<file path="src/rtl/pwm_pkg.sv">
// pwm_pkg: shared types and default sizes for the PWM core.
// Holds the dead-time FSM state encoding used by pwm_core.
package pwm_pkg;

  localparam int WIDTH_DEF    = 8;
  localparam int DEADTIME_DEF = 2;
  localparam int DT_W_DEF     = 4;

  typedef enum logic [1:0] {
    S_OFF  = 2'd0,
    S_DEAD = 2'd1,
    S_HIGH = 2'd2,
    S_LOW  = 2'd3
  } state_t;

endpackage

</file>
<file path="src/rtl/deadtime_inserter.sv">
// deadtime_inserter: complementary output FSM with dead time.
// Ports: clk, rst (async, high), en, pwm_raw in;
//        pwm_h, pwm_l, dt_active out (decoded from state).
module deadtime_inserter
  import pwm_pkg::*;
#(
  parameter int DEADTIME = DEADTIME_DEF,
  parameter int DT_W     = DT_W_DEF
) (
  input  logic clk,
  input  logic rst,
  input  logic en,
  input  logic pwm_raw,
  output logic pwm_h,
  output logic pwm_l,
  output logic dt_active
);

  localparam bit NO_DT = (DEADTIME == 0);
  localparam logic [DT_W-1:0] DT_LAST =
    NO_DT ? '0 : DT_W'(DEADTIME - 1);

  state_t          state;
  state_t          state_n;
  state_t          tgt;
  logic [DT_W-1:0] dtc;
  logic [DT_W-1:0] dtc_n;
  logic            flip;

  assign tgt = pwm_raw ? S_HIGH : S_LOW;

  always_ff @(posedge clk or posedge rst) begin
    if (rst) begin
      state <= S_OFF;
      dtc   <= '0;
    end else begin
      state <= state_n;
      dtc   <= dtc_n;
    end
  end

  // flip: the driven side no longer matches raw
  always_comb begin
    flip = 1'b0;
    unique case (state)
      S_OFF:   flip = 1'b1;
      S_HIGH:  flip = !pwm_raw;
      S_LOW:   flip = pwm_raw;
      default: flip = 1'b0;
    endcase
  end

  always_comb begin
    state_n = state;
    dtc_n   = dtc;
    if (!en) begin
      state_n = S_OFF;
      dtc_n   = '0;
    end else if (state == S_DEAD) begin
      // target side is sampled only at expiry
      dtc_n = dtc + 1'b1;
      if (dtc == DT_LAST)
        state_n = tgt;
    end else if (flip) begin
      if (NO_DT) begin
        state_n = tgt;
      end else begin
        state_n = S_DEAD;
        dtc_n   = '0;
      end
    end
  end

  assign pwm_h     = (state == S_HIGH);
  assign pwm_l     = (state == S_LOW);
  assign dt_active = (state == S_DEAD);

  a_no_shoot: assert property (
    @(posedge clk) disable iff (rst)
    !(pwm_h && pwm_l)
  );

endmodule

</file>
<file path="src/rtl/pwm_core.sv">
// pwm_core: period counter, rollover strobe, raw PWM, dead time.
// Ports: clk, rst, en, duty_reg, period_reg in; rollover, cnt,
//        pwm_raw, pwm_h, pwm_l, dt_active out.
module pwm_core
  import pwm_pkg::*;
#(
  parameter int WIDTH    = WIDTH_DEF,
  parameter int DEADTIME = DEADTIME_DEF,
  parameter int DT_W     = DT_W_DEF
) (
  input  logic             clk,
  input  logic             rst,
  input  logic             en,
  input  logic [WIDTH-1:0] duty_reg,
  input  logic [WIDTH-1:0] period_reg,
  output logic             rollover,
  output logic [WIDTH-1:0] cnt,
  output logic             pwm_raw,
  output logic             pwm_h,
  output logic             pwm_l,
  output logic             dt_active
);

  logic             p_zero;
  logic             at_end;
  logic [WIDTH-1:0] p_last;

  assign p_zero = (period_reg == '0);
  assign p_last = p_zero ? '0 : period_reg - 1'b1;
  assign at_end = !p_zero && (cnt == p_last);

  // Idle/zero-period must strobe so the register
  // stage can leave its 0/0 reset values.
  assign rollover = !en || p_zero || at_end;
  assign pwm_raw  = en && !p_zero && (cnt < duty_reg);

  always_ff @(posedge clk or posedge rst) begin
    if (rst)
      cnt <= '0;
    else if (rollover)
      cnt <= '0;
    else
      cnt <= cnt + 1'b1;
  end

  deadtime_inserter #(
    .DEADTIME (DEADTIME),
    .DT_W     (DT_W)
  ) u_dt (
    .clk       (clk),
    .rst       (rst),
    .en        (en),
    .pwm_raw   (pwm_raw),
    .pwm_h     (pwm_h),
    .pwm_l     (pwm_l),
    .dt_active (dt_active)
  );

endmodule

</file>
<file path="config.mk">
export PLATFORM = sky130hd
export DESIGN_NAME = pwm_core
export DESIGN_NICKNAME = d
export VERILOG_FILES = /design/src/rtl/pwm_pkg.sv /design/src/rtl/deadtime_inserter.sv /design/src/rtl/pwm_core.sv
export SDC_FILE = /design/constraint.sdc
export NUM_CORES = 1
export LEC_CHECK = 0
export ABC_AREA = 1
export CORE_ASPECT_RATIO = 0.8
export CORE_MARGIN = 1
export CORE_UTILIZATION = 45
export DETAILED_ROUTE_END_ITERATION = 8
export PLACE_DENSITY = 0.77
export SYNTH_ARGS = -nofsm -noshare
export SYNTH_HDL_FRONTEND = slang
export SYNTH_SLANG_ARGS = --single-unit
</file>
<file path="constraint.sdc">
create_clock -name clk -period 1.8 [get_ports clk]
set_clock_uncertainty 0.05 [all_clocks]
set_input_delay 0.36 -clock clk [delete_from_list [all_inputs] [get_ports clk]]
set_output_delay 0.36 -clock clk [all_outputs]
set_load 0.02 [all_outputs]
</file>
==> results.py <==
metrics = {
    "status": {
        "status": "finished, violations left",
        "failed_checks": "negative setup slack",
    },
    "route": {
        "wl_per_cell_um": 12.3,
        "num_vias": 1512,
        "ant_nets": 0,
        "drc": 0,
        "first_pass_iters": 5,
        "via_per_inst": 4.97,
        "drt_iter0_drc": 71,
        "routed_wl_mm": 3.75,
    },
    "timing": {
        "tns_ns": -0.432,
        "finalSetupViolations": 2,
        "fin_ws_ns": -0.248,
        "tightest_slew_ns": 0.545,
        "finalCriticalPeriod_ns": 2.05,
        "drv_slew": 0,
        "slew_headroom_pct": 63.6,
        "grt_setup_unrepaired": "yes",
        "fmax_ghz": 0.488,
        "hold_violations": 0,
        "period_share_pct": 114,
    },
    "placed_design": {
        "port_buffers": 31,
        "gp_congestion": 0.886,
        "hpwl_mm": 2.67,
    },
    "final_layout": {
        "nets": 297,
        "fillCellCount": 187,
        "antenna_cells": 0,
        "ff_latch_area_um2": 353,
        "drive_gt1_share_pct": 36.5,
        "multi_input_area_um2": 1040,
        "area_growth_syn_to_layout_pct": 65.9,
    },
    "die": {
        "dieArea_um2": 3140,
        "coreArea_um2": 2770,
        "start_util_pct": 47.5,
        "die_y_um": 50.3,
        "rows": 17,
        "fp.dieW_um": 62.4,
        "pin_count": 32,
    },
    "clocking": {
        "cts_buffers": 3,
        "htreeDepth": 1,
        "clk_latency_ns": 0.28,
        "cts.sink_count": 14,
        "cts_root_buffer": "clkbuf_4",
        "postCtsHoldBufs": 0,
        "clk_pin_slew_ns": 0.09,
        "tritoncts": "done",
        "clock_path_buffers": 2,
    },
    "logic_synthesis": {
        "syn-cell-area_um2": 1310,
        "synth_top_cell_by_area": "dfrtp_1",
        "syn-num-nets": 227,
        "synthDistinctLibCells": 22,
        "ys_seq_area_share_pct": 26.7,
        "avgSynthCellArea_um2": 6.66,
        "yosys.area_share.simple_pct": 43.7,
        "synth-xor-area-share_pct": 4.67,
        "synth-main-ff-cell": "dfrtp_1",
        "synth_warnings": 0,
        "yosysMostFrequentCell": "nand2_1",
        "async_reset_ff_share_pct": 100,
        "synth_mux_area_share_pct": 0,
        "synthAdderAreaFrac_pct": 10.5,
        "synthCells": 197,
        "synth_seq_cells": 14,
        "synth_top_family_by_area": "simple AND/OR/NAND/NOR gates",
        "synth_edf_count": 0,
        "synth.top_cell.area_share_pct": 26.7,
        "synth-compound-area-share_pct": 4.19,
        "synth.area.top_cells": "dfrtp_1 27%, nand2_1 14%, ha_1 10%, inv_1 10%, nand3_1 7.6%",
        "ys_top_cells_by_count": "49 x nand2_1, 35 x inv_1, 21 x nor2_1, 20 x nand3_1, 14 x dfrtp_1",
    },
    "pwr": {
        "p_leak_nw": 1.18,
        "p_per_area_nw_per_um2": 431,
        "max-vdd-ir-drop_mv": 0.421,
        "p_total_mw": 0.939,
    },
    "worst_setup_path": {
        "start_kind": "input pin",
        "crit_chain": "buf_8 > clkinvlp_4 > ha_4 > nand2_4 > nor2_4 > nand3_2 > nand2_1 > nand2_1 > nand2_1 > nand3_1 > nor2_1 > nand2_1 > nand2_4 > buf_6",
        "slowest_stage": "ha_4",
        "crit_top_cell": "nand2_1",
        "crit_arrival_ns": 1.64,
        "max_stage_delay_ns": 0.18,
        "cp_max_fo": 5,
        "cp-end-kind": "primary output",
        "criticalPathCategory": "in -> out",
        "cp_data_required_time_ns": 1.39,
    },
    "hold_path": {
        "min_path_type": "in -> async",
    },
    "grt": {
        "grt_max_degree": 15,
        "grt_pass1_vias": 1445,
        "antenna_found_initial": 0,
        "grtUsageTotal_pct": 25.2,
        "overflow": 0,
        "grt_first_pass_wirelength_mm": 6.13,
    },
    "flow_run": {
        "maxCapViolations": 0,
    },
}
[layout by cell type, fill, tap and decap left out, types with 4 or more instances in the layout]
cell type and count:
o21ai_0 5, nand3b_1 4, inv_1 26, nand2_1 44
buf_6 6, xor2_1 4, ha_1 5, nand2_4 7
buf_4 31, inv_2 9, dfrtp_1 12, nor2_4 6
nor2_1 17, nand2_2 5, nand3_1 18, nand4_1 4
dlygate4sd2_1 17, ha_4 6
[state kept, by name, indices dropped and copies added (netlist names)]
name	cells
cnt	8
u_dt.state	2
u_dt.dtc	4
[stage by stage]
step           hold WS [ns]  util (%)  instance area (µm²)  cells  worst slack [ns]
2_1_floorplan         0.199         -                 1340    197           0.00230
3_3_place_gp          0.481      69.9                 1930    298             -1.09
3_5_place_dp          0.489      69.9                 1930    298             -1.15
4_1_cts               0.374      76.1                 2100    305            -0.258
5_1_grt               0.438      78.7                 2180    304            -0.358
6_report              0.362      78.7                 2180    304            -0.248
[worst max-delay path, delay by kind of cell]
kind,cells,cell delay [ns]
AND/OR/NAND/NOR,10,0.80
buffers and inverters,3,0.28
adder cells (fa/ha/maj),1,0.18
[cell type report]
cell class | count | area share (%)
tap | 38 | 2.18
sequential | 14 | 16.2
multi-input combinational | 147 | 47.6
clock buffer | 4 | 1.67
inverter | 36 | 6.38
timing repair buffer | 65 | 25.9
[layer usage]
metal / part of all wire [%] / track usage (%) / up-vias
li1: - / - / 756
met1: 43 / 30.9 / 686
met2: 47 / 43.6 / 58
met3: 6.8 / 4.77 / 12
met4: 2.9 / 10.5 / 0
met5: 0 / 0 / -
[worst paths after layout]
kind                          startpoint       endpoint  slack [ns]  cells past startpoint
max in group asynchronous            rst  u_dt.state[0]        0.95                      2
min in group clk                  cnt[0]         cnt[0]        0.49                      2
hold / removal                       rst         cnt[4]        0.36                      2
setup reg to reg                  cnt[7]    u_dt.dtc[1]        0.05                     10
hold reg to reg                   cnt[0]         cnt[0]        0.49                      2
setup / recovery           period_reg[0]       rollover       -0.25                     14
[report_power, final]
part	total, mW	switching [mW]	internal [mW]
sequential	0.348	0.0163	0.331
combinational	0.361	0.195	0.166
clock	0.230	0.107	0.123
[what timing repair did]
| item | CTS | global route |
|---|---|---|
| resized for setup | 78 | 25 |
| setup buffers | 5 | 2 |
| pin swaps | 30 | 17 |
| endpoints found under the setup margin | 22 | 12 |
[logic make-up after synthesis]
logic type      Yosys count
compound gates           11
xor+xnor                  7
fa+ha+maj                11
buf+inv                  36
flops                    14
simple gates            118
(Power assumes the default switching activity.)
